### config.mk
export PLATFORM = sky130hd
export DESIGN_NAME = digital_tube_stopwatch_master_flat
export DESIGN_NICKNAME = d
export VERILOG_FILES = /design/src/rtl/digital_tube_pkg.sv /design/src/rtl/digital_tube_stopwatch_master_if.sv /design/src/rtl/digital_tube_stopwatch_master_bcd_digit_counter.sv /design/src/rtl/digital_tube_stopwatch_master.sv /design/src/flat_wrapper.sv
export SDC_FILE = /design/constraint.sdc
export NUM_CORES = 1
export LEC_CHECK = 0
export BUFFER_PORTS_ARGS = -buffer_cell sky130_fd_sc_hd__buf_2
export CAP_MARGIN = 20
export CORE_MARGIN = 8
export CORE_UTILIZATION = 60
export CTS_CLUSTER_DIAMETER = 120
export DETAILED_ROUTE_END_ITERATION = 6
export MAX_ROUTING_LAYER = met4
export PLACE_DENSITY = 0.87
export SLEW_MARGIN = 0
export SYNTH_ARGS = -nofsm -noshare
export SYNTH_HDL_FRONTEND = slang
export SYNTH_SLANG_ARGS = --single-unit
### constraint.sdc
create_clock -name clk -period 6.14 [get_ports clk]
set_clock_uncertainty 0.05 [all_clocks]
set_input_delay 0.307 -clock clk [delete_from_list [all_inputs] [get_ports clk]]
set_output_delay 0.307 -clock clk [all_outputs]
set_load 0.01 [all_outputs]
### src/rtl/digital_tube_pkg.sv
// Shared types and constants for the stopwatch master and the display controller's
// Avalon-MM register map.
package digital_tube_pkg;

  localparam int unsigned DATA_W  = 32;
  localparam int unsigned DIGIT_W = 4;
  localparam int unsigned TIME_W  = 24;

  localparam logic              ADDR_ENABLE = 1'b0;
  localparam logic              ADDR_NUMBER = 1'b1;
  localparam logic [DATA_W-1:0] ENABLE_WORD = 32'h1;

  typedef logic [DIGIT_W-1:0] bcd_digit_t;

  typedef enum logic [1:0] {INIT_EN, IDLE, WR_NUM} wr_state_e;

  typedef struct packed {
    logic              address;
    logic [DATA_W-1:0] writedata;
  } avm_cmd_t;

  // Number register payload: six BCD digits in the low 24 bits.
  function automatic avm_cmd_t number_cmd(input logic [TIME_W-1:0] t);
    return '{address: ADDR_NUMBER, writedata: {8'h00, t}};
  endfunction

endpackage

### src/rtl/digital_tube_stopwatch_master_if.sv
// Avalon-MM write-only link between the stopwatch master and the display controller.
interface digital_tube_stopwatch_master_if;
  import digital_tube_pkg::*;

  logic              avm_address;
  logic              avm_write;
  logic [DATA_W-1:0] avm_writedata;
  logic              avm_waitrequest;

  modport master (output avm_address, avm_write, avm_writedata, input avm_waitrequest);
  modport slave  (input avm_address, avm_write, avm_writedata, output avm_waitrequest);

endinterface

### src/rtl/digital_tube_stopwatch_master_bcd_digit_counter.sv
// One BCD digit that counts 0..MAX and produces a carry when it rolls over.
module bcd_digit_counter
  import digital_tube_pkg::*;
#(
  parameter int unsigned MAX = 9
) (
  input  logic       clk,
  input  logic       rst,
  input  logic       clr,
  input  logic       inc,
  output bcd_digit_t digit,
  output logic       carry
);

  assign carry = inc && (digit == DIGIT_W'(MAX));

  always_ff @(posedge clk or posedge rst) begin
    if (rst) begin
      digit <= '0;
    end else if (clr) begin
      digit <= '0;
    end else if (inc) begin
      digit <= carry ? '0 : digit + DIGIT_W'(1);
    end
  end

endmodule

### src/rtl/digital_tube_stopwatch_master.sv
// MM:SS.cc stopwatch that enables the display once, then pushes each new time value
// to the display number register, coalescing updates that arrive while a write stalls.
module digital_tube_stopwatch_master
  import digital_tube_pkg::*;
#(
  parameter int unsigned CLK_FREQ = 25_000_000,
  parameter int unsigned TICK_HZ  = 100
) (
  input  logic                   clk,
  input  logic                   rst,
  input  logic                   start_stop,
  input  logic                   clear,
  digital_tube_stopwatch_master_if.master avm,
  output logic                   running,
  output logic [TIME_W-1:0]      time_bcd
);

  localparam int unsigned TICK_DIV = CLK_FREQ / TICK_HZ;
  localparam int unsigned DIV_W    = $clog2(TICK_DIV);

  logic [DIV_W-1:0] div_cnt;
  logic             tick_c;
  logic             c_cs0, c_cs1, c_s0, c_s1, c_m0, wrap_unused;

  wr_state_e state_q, state_d;
  logic      write_q, write_d;
  avm_cmd_t  cmd_q, cmd_d;
  logic      dirty_q, dirty_d;
  logic      launch_c;
  logic      accept_c;

  assign tick_c = running && (div_cnt == DIV_W'(TICK_DIV - 1));

  // Run flag and tick divider; the divider only advances while running.
  always_ff @(posedge clk or posedge rst) begin
    if (rst) begin
      running <= 1'b0;
      div_cnt <= '0;
    end else begin
      running <= running ^ start_stop;
      if (clear) begin
        div_cnt <= '0;
      end else if (running) begin
        div_cnt <= tick_c ? '0 : div_cnt + DIV_W'(1);
      end
    end
  end

  bcd_digit_counter #(.MAX(9)) u_cs0 (.clk(clk), .rst(rst), .clr(clear), .inc(tick_c),
                                      .digit(time_bcd[3:0]),   .carry(c_cs0));
  bcd_digit_counter #(.MAX(9)) u_cs1 (.clk(clk), .rst(rst), .clr(clear), .inc(c_cs0),
                                      .digit(time_bcd[7:4]),   .carry(c_cs1));
  bcd_digit_counter #(.MAX(9)) u_s0  (.clk(clk), .rst(rst), .clr(clear), .inc(c_cs1),
                                      .digit(time_bcd[11:8]),  .carry(c_s0));
  bcd_digit_counter #(.MAX(5)) u_s1  (.clk(clk), .rst(rst), .clr(clear), .inc(c_s0),
                                      .digit(time_bcd[15:12]), .carry(c_s1));
  bcd_digit_counter #(.MAX(9)) u_m0  (.clk(clk), .rst(rst), .clr(clear), .inc(c_s1),
                                      .digit(time_bcd[19:16]), .carry(c_m0));
  bcd_digit_counter #(.MAX(5)) u_m1  (.clk(clk), .rst(rst), .clr(clear), .inc(c_m0),
                                      .digit(time_bcd[23:20]), .carry(wrap_unused));

  assign accept_c = write_q && !avm.avm_waitrequest;

  // Write FSM: the command register is only reloaded when a write is launched.
  always_comb begin
    state_d  = state_q;
    write_d  = write_q;
    cmd_d    = cmd_q;
    launch_c = 1'b0;
    unique case (state_q)
      INIT_EN: begin
        write_d = 1'b1;
        cmd_d   = '{address: ADDR_ENABLE, writedata: ENABLE_WORD};
        if (accept_c) begin
          state_d = IDLE;
          write_d = 1'b0;
        end
      end
      IDLE: begin
        if (dirty_q) begin
          state_d  = WR_NUM;
          write_d  = 1'b1;
          cmd_d    = number_cmd(time_bcd);
          launch_c = 1'b1;
        end
      end
      WR_NUM: begin
        if (accept_c) begin
          state_d = IDLE;
          write_d = 1'b0;
        end
      end
      default: begin
        state_d = INIT_EN;
        write_d = 1'b0;
      end
    endcase
    // A time change in the launch cycle is newer than the snapshot, so it wins.
    dirty_d = tick_c || clear || (dirty_q && !launch_c);
  end

  always_ff @(posedge clk or posedge rst) begin
    if (rst) begin
      state_q <= INIT_EN;
      write_q <= 1'b0;
      cmd_q   <= '0;
      dirty_q <= 1'b0;
    end else begin
      state_q <= state_d;
      write_q <= write_d;
      cmd_q   <= cmd_d;
      dirty_q <= dirty_d;
    end
  end

  assign avm.avm_write     = write_q;
  assign avm.avm_address   = cmd_q.address;
  assign avm.avm_writedata = cmd_q.writedata;

endmodule

### src/flat_wrapper.sv
// flat-port wrapper written by rule: the top's interface ports become plain ports
module digital_tube_stopwatch_master_flat import digital_tube_pkg::*;
#(
  parameter int unsigned CLK_FREQ = 25_000_000,
  parameter int unsigned TICK_HZ  = 100
)
  (clk, rst, start_stop, clear, running, time_bcd, avm_avm_address, avm_avm_write, avm_avm_writedata, avm_avm_waitrequest);
  digital_tube_stopwatch_master_if avm_i ();
  input  logic clk;
  input  logic rst;
  input  logic start_stop;
  input  logic clear;
  output logic running;
  output logic [TIME_W-1:0] time_bcd;
  output wire logic [$bits(avm_i.avm_address)-1:0] avm_avm_address;
  output wire logic [$bits(avm_i.avm_write)-1:0] avm_avm_write;
  output wire logic [$bits(avm_i.avm_writedata)-1:0] avm_avm_writedata;
  input wire logic [$bits(avm_i.avm_waitrequest)-1:0] avm_avm_waitrequest;
  assign avm_avm_address = avm_i.avm_address;
  assign avm_avm_write = avm_i.avm_write;
  assign avm_avm_writedata = avm_i.avm_writedata;
  assign avm_i.avm_waitrequest = avm_avm_waitrequest;
  digital_tube_stopwatch_master #(.CLK_FREQ(CLK_FREQ), .TICK_HZ(TICK_HZ)) u_core (.clk(clk), .rst(rst), .start_stop(start_stop), .clear(clear), .avm(avm_i), .running(running), .time_bcd(time_bcd));
endmodule
==> results_dict.tcl, run 1 <==
set metrics [dict create \
    outcome "finished, final reports clean" \
    cts.clk_slew.worst_paths_ps 70 \
    peakVddDrop_uv 206 \
    average_cell_area_after_synthesis_um2 10.2 \
    die_w_um 94.4 \
    drt_wl_total_mm 8.14 \
    dr.first_iter.drc_count 198 \
    antenna_viol_nets_final 0 \
    worstSetupPathType "reg -> reg" \
    synth.cell_area_um2 3690 \
    leakagePower_nw 1.96 \
    internal_power_mw 0.707 \
    number_of_antenna_violations_at_the_first_check_in_global_routing 0 \
    post_synth_edffs 0 \
    clock_path_buffers 2 \
    clock.fmax_mhz 384 \
    synth.ff_latch_count 72 \
    worst-path-max-fanout 24 \
    post-route-util_pct 69.7 \
    timing.final.crit_share_pct 42.4 \
    synth.yosys.seq_area_share_pct 48.9 \
    cts_inserted_buffers 9 \
    dieHeight_um 94.4 \
    cp.arrival_ps 2780 \
    dr.pass1.iters 5 \
    grt_max_degree 73 \
    pin_count 64 \
    vias 3000 \
    finalHoldWorstSlack_ps 97.5 \
    clkLatencyLatePin_ps 340 \
    ys_warn_count 0 \
    routability_driven_placement_congestion_ratio 0.832 \
    start_util_pct 62.3 \
    cts_post_setup_buffers_inserted 0 \
    detailed_place_hpwl_mm 5.43 \
    switchingPower_mw 0.299 \
    layout_cell_share_with_drive_strength_beyond_1_pct 19.7 \
    seqPwrFrac_pct 52.6 \
    h-tree-depth 3 \
    setup_viol 0 \
    worst_setup_path_start_kind "register" \
    synthToLayoutAreaGrowth_pct 12.0 \
    core-area_um2 5920 \
    post-route-drc-count 0 \
    cts.sinks 72 \
    setup_repair_after_global_routing_missed_its_margin "false" \
    period_minus_slack_ps 2600 \
    maxCapViolations 0 \
    pwr_density_cell_nw_per_um2 244 \
    postSynth.topFlopCell "sky130_fd_sc_hd__dfrtp_1" \
    design.die.area_um2 8910 \
    cts_repair_resize_count 0 \
    clkPwrFrac_pct 33.4 \
    fillerInstances 449 \
    post_cts_hold_buffer_count 0 \
    max_slew.worst_pin.slew_ps 993 \
    routed_via_density 6.17 \
    synth_cells 361 \
    via_count_of_the_first_global_routing_pass 2953 \
    timing.max_slew.rel_slack_pct 33.8 \
    finalMaxSlewViolations 0 \
    layout.nets 425 \
    critical_path.endpoint_type "register" \
    switching_share_pct 29.7 \
    worstHoldPathType "in -> reg" \
    grt.total_usage_pct 20.0 \
    insertedDiodeCount 0 \
    cts.root.buffer_cell "sky130_fd_sc_hd__clkbuf_8" \
    wl_per_cell_um 16.7 \
    final-hold-violation-count 0 \
    global_route.overflow_total 0 \
    grt_first_pass_wirelength_mm 14.1 \
    tritoncts "built" \
    netlist-cell-type-count 51 \
    worst_ep_required_time_ps 6320 \
    fin_setup_tns_ps 0 \
    async_set_reset_flop_share_out_of_synthesis_pct 100 \
    io_buffer_count 55 \
    power_frac_comb_pct 14.0 \
    num_rows 28 \
]
[cells in the mapped netlist (2+ instances only)]
master                     number  area, µm²
sky130_fd_sc_hd__dfrtp_1       72       1800
sky130_fd_sc_hd__a21oi_1       24        120
sky130_fd_sc_hd__a22o_1        23        201
sky130_fd_sc_hd__nor2_1        21       78.8
sky130_fd_sc_hd__clkbuf_1      20       75.1
sky130_fd_sc_hd__inv_1         16       60.1
sky130_fd_sc_hd__nand4_1       14       87.6
sky130_fd_sc_hd__ha_1          13        163
sky130_fd_sc_hd__nand3_1       12       60.1
sky130_fd_sc_hd__o21ai_0       12       60.1
sky130_fd_sc_hd__o31ai_1       10       75.1
sky130_fd_sc_hd__or4_1         10       75.1
sky130_fd_sc_hd__nand2_1        9       33.8
sky130_fd_sc_hd__xor2_1         9       78.8
sky130_fd_sc_hd__buf_4          8       60.1
sky130_fd_sc_hd__nand2b_1       8       50.1
sky130_fd_sc_hd__nor3_1         7       35.0
sky130_fd_sc_hd__and3b_1        6       52.6
sky130_fd_sc_hd__or3_1          6       37.5
sky130_fd_sc_hd__and3_1         5       31.3
sky130_fd_sc_hd__nand3b_1       4       30.0
sky130_fd_sc_hd__nor2b_1        4       25.0
sky130_fd_sc_hd__and4_1         3       26.3
sky130_fd_sc_hd__mux2i_1        3       30.0
sky130_fd_sc_hd__nor4_1         3       18.8
sky130_fd_sc_hd__o211ai_1       3       22.5
sky130_fd_sc_hd__or4b_1         3       30.0
sky130_fd_sc_hd__xnor2_1        3       26.3
sky130_fd_sc_hd__a31oi_1        2       12.5
sky130_fd_sc_hd__and2_1         2       12.5
sky130_fd_sc_hd__mux2_2         2       22.5
sky130_fd_sc_hd__o22ai_1        2       12.5
sky130_fd_sc_hd__o41ai_1        2       17.5
sky130_fd_sc_hd__or2_2          2       12.5
sky130_fd_sc_hd__or4_4          2       22.5
[worst paths after layout]
path / from / to / slack (ps) / cells past startpoint
max in group asynchronous: rst / u_core.u_s0.digit[2] / 5290 / 3
worst max register to register: u_core.div_cnt[8] / u_core.u_m1.digit[0] / 3540 / 4
min in group asynchronous: rst / u_core.div_cnt[11] / 180 / 3
worst max-delay path: u_core.div_cnt[8] / u_core.u_m1.digit[0] / 3540 / 4
worst min-delay path: start_stop / u_core.running / 100 / 2
worst min register to register: u_core.avm.avm_writedata[1] / u_core.avm.avm_writedata[1] / 450 / 1
[cells by family after synthesis]
logic type	count (synthesis)	share of synthesized area (%)
and+or+nand+nor	123	20.0
muxes	5	1.43
other	1	0.102
adders and majority gates	13	4.41
buffers and inverters	46	5.74
xor gates and xnor gates	12	2.85
AOI/OAI and AO/OA	89	16.6
DFF	72	48.9
[power groups by stage]
| stage | Clock (mW) | Combinational (mW) | Sequential [mW] |
|---|---|---|---|
| final | 0.336 | 0.141 | 0.529 |
| after floorplan | 0 | 0.111 | 0.531 |
| after global routing | 0.364 | 0.158 | 0.535 |
| after CTS | 0.343 | 0.144 | 0.529 |
| after detailed placement | 0 | 0.145 | 0.537 |
| after global placement | 0 | 0.137 | 0.537 |
[worst max-delay path, cell delays in order, from the launching register on]
cell                      delay [ps]
sky130_fd_sc_hd__dfrtp_1         440
sky130_fd_sc_hd__or4_4           590
sky130_fd_sc_hd__or4_4           690
sky130_fd_sc_hd__nor3_1          330
sky130_fd_sc_hd__mux2_2          370
[layer usage]
metal  routed length (µm)  vias up  track usage (%)
li1                     -     1418                -
met1                 3470     1445             24.4
met2                 3900      126             31.3
met3                  649       11             3.97
met4                  121        0             8.98
met5                    0        -                -
[stage by stage]
step           power, mW  setup WS [ps]  instance area, µm²  instances
5_1_grt             1.06           3440                4130        486
4_1_cts             1.02           3260                4120        485
2_1_floorplan      0.642           3660                3710        368
3_5_place_dp       0.683           3300                3950        470
6_report            1.01           3540                4130        486
3_3_place_gp       0.674           3470                3950        470
[final cells by class]
| class | instances | area (µm²) | share of cell area [%] |
|---|---|---|---|
| Sequential cell | 72 | 1800 | 43.6 |
| Clock buffer | 12 | 155 | 3.76 |
| Tap cell | 75 | 93.8 | 2.27 |
| Clock inverter | 3 | 17.5 | 0.424 |
| Timing Repair Buffer | 58 | 298 | 7.21 |
| Inverter | 16 | 60.1 | 1.45 |
| Multi-Input combinational cell | 250 | 1700 | 41.2 |
[state kept, by name, indices dropped and copies added, names as in the netlist]
name and cells:
u_core.u_m1.digit 4, u_core.u_s1.digit 4, u_core.u_s0.digit 4, u_core.avm.avm_address 1, u_core.dirty_q 1, u_core.avm.avm_write 1
u_core.state_q 2, u_core.u_cs1.digit 4, u_core.running 1, u_core.u_m0.digit 4, u_core.avm.avm_writedata 24, u_core.div_cnt 18
u_core.u_cs0.digit 4
[cell usage in the layout (no fill, tap or decap), types with 3 or more instances in the layout]
master and instances:
sky130_fd_sc_hd__a21oi_1 24, sky130_fd_sc_hd__a22o_1 23, sky130_fd_sc_hd__and3_1 5, sky130_fd_sc_hd__and3b_1 6, sky130_fd_sc_hd__and4_1 3, sky130_fd_sc_hd__buf_2 55, sky130_fd_sc_hd__buf_4 3, sky130_fd_sc_hd__clkbuf_8 11
sky130_fd_sc_hd__conb_1 8, sky130_fd_sc_hd__dfrtp_1 72, sky130_fd_sc_hd__ha_1 13, sky130_fd_sc_hd__inv_1 15, sky130_fd_sc_hd__mux2i_1 3, sky130_fd_sc_hd__nand2_1 9, sky130_fd_sc_hd__nand2b_1 8, sky130_fd_sc_hd__nand3_1 12
sky130_fd_sc_hd__nand3b_1 4, sky130_fd_sc_hd__nand4_1 14, sky130_fd_sc_hd__nor2_1 21, sky130_fd_sc_hd__nor2b_1 4, sky130_fd_sc_hd__nor3_1 7, sky130_fd_sc_hd__nor4_1 3, sky130_fd_sc_hd__o211ai_1 3, sky130_fd_sc_hd__o21ai_0 12
sky130_fd_sc_hd__o31ai_1 10, sky130_fd_sc_hd__or3_1 6, sky130_fd_sc_hd__or4_1 10, sky130_fd_sc_hd__or4b_1 3, sky130_fd_sc_hd__xnor2_1 3, sky130_fd_sc_hd__xor2_1 9
Power figures use the tool's default switching activity.
==> inputs of run 2 (changes only) <==
Settings changed: ABC_AREA set to 1, CORE_UTILIZATION 60 to 50, PLACE_DENSITY 0.87 to 0.77.
Clock period 6.14 ns to 2.22 ns, I/O delays scaled along.
==> results_dict.tcl, run 2 <==
set metrics [dict create \
    outcome "finished, final reports clean" \
    via_count_of_the_first_global_routing_pass 3076 \
    io_buffer_count 55 \
    period_minus_slack_ps 1890 \
    ys_top_cells_by_count "sky130_fd_sc_hd__dfrtp_1, sky130_fd_sc_hd__nand2_1, sky130_fd_sc_hd__inv_1" \
    hold_start "avm_avm_waitrequest" \
    ys_warn_count 0 \
    number_of_antenna_violations_at_the_first_check_in_global_routing 0 \
    cts.clk_slew.worst_paths_ps 80 \
    cts_post_setup_buffers_inserted 0 \
    met1_usage_pct 20.5 \
    globalRouteMet2Util_pct 28.9 \
    insertedDiodeCount 0 \
    layout_cell_share_with_drive_strength_beyond_1_pct 20.5 \
    grt_max_degree 73 \
    worst_setup_path_start_kind "register" \
    max_slew.worst_pin.slew_ps 574 \
    netlist.top_cell.by_area "sky130_fd_sc_hd__dfrtp_1" \
    timing.max_slew.rel_slack_pct 61.7 \
    grt_first_pass_wirelength_mm 14.1 \
    fin_setup_tns_ps 0 \
    crit_top_cell "sky130_fd_sc_hd__nand3_1" \
    synth_cells 413 \
    regToRegSetupSlack_ps 330 \
    cts_inserted_buffers 9 \
    postSynth.topFlopCell "sky130_fd_sc_hd__dfrtp_1" \
    pin_count 64 \
    die_w_um 101 \
    finalMaxSlewViolations 0 \
    largest_register_ff_count 24 \
    leakagePower_nw 2.16 \
    p_total_mw 2.94 \
    peakVddDrop_uv 330 \
    layout.nets 498 \
    most-common-layout-cells "sky130_fd_sc_hd__nand2_1, sky130_fd_sc_hd__dfrtp_1, sky130_fd_sc_hd__buf_2" \
    wl_per_cell_um 14.0 \
    tritoncts "built" \
    dieHeight_um 101 \
    worstReg2RegStart "u_core.div_cnt[0]" \
    grt_busiest_layer "met2" \
    clock.fmax_mhz 529 \
    synthToLayoutAreaGrowth_pct 17.0 \
    vias 3019 \
    detailed_place_hpwl_mm 6.11 \
    synth.ff_latch_count 72 \
    post-route-drc-count 0 \
    dr.first_iter.drc_count 148 \
    synth.yosys.seq_area_share_pct 49.9 \
    core-area_um2 7140 \
    start_util_pct 50.6 \
    crit_path_max_incr_delay_ps 390 \
    sequence_of_cells_on_the_critical_path "ha_1 > nand3_1 > nor2_1 > nand3_1 > nand2_1 > inv_1 > a32o_1" \
    worstSetupPathType "reg -> reg" \
    synth.cell_area_um2 3610 \
    final-hold-violation-count 0 \
    ys_top_cells_by_area "sky130_fd_sc_hd__dfrtp_1, sky130_fd_sc_hd__nand2_1, sky130_fd_sc_hd__inv_1, sky130_fd_sc_hd__ha_1, sky130_fd_sc_hd__o21ai_0" \
    reg2reg_to "u_core.div_cnt[1]" \
    worstRegToRegCells 7 \
    synth_top_area_share_pct 49.9 \
    cts.sinks 72 \
    worst-path-max-fanout 8 \
    cts.root.buffer_cell "sky130_fd_sc_hd__clkbuf_8" \
    async_set_reset_flop_share_out_of_synthesis_pct 100 \
    design.die.area_um2 10200 \
    timing.final.crit_share_pct 85.2 \
    h-tree-depth 3 \
    worst_ep_required_time_ps 2400 \
    setup_repair_after_global_routing_missed_its_margin "false" \
    clock_path_buffers 2 \
    pwr_density_cell_nw_per_um2 696 \
    drt_wl_total_mm 8.19 \
    hold-path-cell-count 4 \
    global_route.overflow_total 0 \
    worstHoldPathType "in -> reg" \
    post_synth_edffs 0 \
    crit_path_top_delay_cell "sky130_fd_sc_hd__dfrtp_1" \
    clkLatencyLatePin_ps 340 \
    setup_viol 0 \
    post_cts_hold_buffer_count 2 \
    routed_via_density 5.18 \
    critical_path.endpoint_type "register" \
    routability_driven_placement_congestion_ratio 0.885 \
    antenna_viol_nets_final 0 \
    average_cell_area_after_synthesis_um2 8.74 \
    cts_repair_resize_count 0 \
    cp.arrival_ps 2070 \
    hold_end "u_core.state_q[0]" \
    maxCapViolations 0 \
    grt.total_usage_pct 17.7 \
    use_met3_pct 3.31 \
    netlist-cell-type-count 43 \
    dr.pass1.iters 5 \
    num_rows 31 \
]
## run 2: cell count changes after synthesis, moves of 11 or more
cell / previous run / this run
sky130_fd_sc_hd__o21ai_0: 12 / 32
sky130_fd_sc_hd__nor2_1: 21 / 35
sky130_fd_sc_hd__a21oi_1: 24 / 13
sky130_fd_sc_hd__nand2_1: 9 / 72
sky130_fd_sc_hd__inv_1: 16 / 52
sky130_fd_sc_hd__nand3_1: 12 / 26
sky130_fd_sc_hd__a22o_1: 23 / 4
sky130_fd_sc_hd__clkbuf_1: 20 / 5
## run 2: power breakdown
part / internal (mW) / switching [mW]
Sequential: 1.38 / 0.0667
Clock: 0.541 / 0.480
Combinational: 0.137 / 0.337
## run 2: worst max-delay path by stage
stage | depth (start not counted) | slack [ps] | startpoint | endpoint
CTS | 7 | 340 | u_core.div_cnt[0] | u_core.div_cnt[1]
floorplan | 1 | 230 | rst | u_core.avm.avm_address
global route | 7 | 130 | u_core.div_cnt[0] | u_core.div_cnt[12]
finish | 7 | 330 | u_core.div_cnt[0] | u_core.div_cnt[1]
detailed placement | 8 | 360 | u_core.div_cnt[0] | u_core.u_s0.digit[3]
global placement | 8 | 440 | u_core.div_cnt[0] | u_core.u_s0.digit[2]
## run 2: layer usage
layer	vias up	wire, µm
li1	1481	-
met3	16	457
met1	1446	3570
met5	-	0
met4	0	212
met2	76	3940
## run 2: logic make-up (layout without fill, tap and decap cells)
logic type	Yosys count	after routing	share of synthesized area [%]
other	1	8	0.104
XOR/XNOR	10	10	2.43
buffers and inverters	70	134	8.18
flip-flops	72	72	49.9
adder cells (fa/ha/maj)	13	13	4.50
AO/OA/AOI/OAI	67	67	10.9
AND/OR/NAND/NOR	180	180	24.0
## run 2: cell type report
cell class | count | area, µm²
Clock buffer | 10 | 138
Clock inverter | 5 | 57.6
Fill cell | 680 | 2910
Inverter | 56 | 211
Multi-Input combinational cell | 278 | 1540
Sequential cell | 72 | 1800
Tap cell | 99 | 124
Timing Repair Buffer | 63 | 353
## run 2: worst max-delay path, delay by kind of cell, from the launching register on
family | cells | cell delay, ps
AOI/OAI and AO/OA | 1 | 260
adders and majority gates | 1 | 210
buffers and inverters | 1 | 180
DFF | 1 | 390
and+or+nand+nor | 4 | 670
## run 2: per-stage QoR
step | hold WS, ps | cell area (µm²) | setup slack [ps] | std cells | utilization [%]
floorplan | 148 | 3640 | 234 | 420 | -
detailed placement | 172 | 4010 | 365 | 566 | 56.2
CTS | 22.4 | 4230 | 344 | 583 | 59.2
global route | 58.7 | 4230 | 131 | 583 | 59.2
global placement | 168 | 4010 | 436 | 566 | 56.2
finish | 28.5 | 4230 | 330 | 583 | 59.2
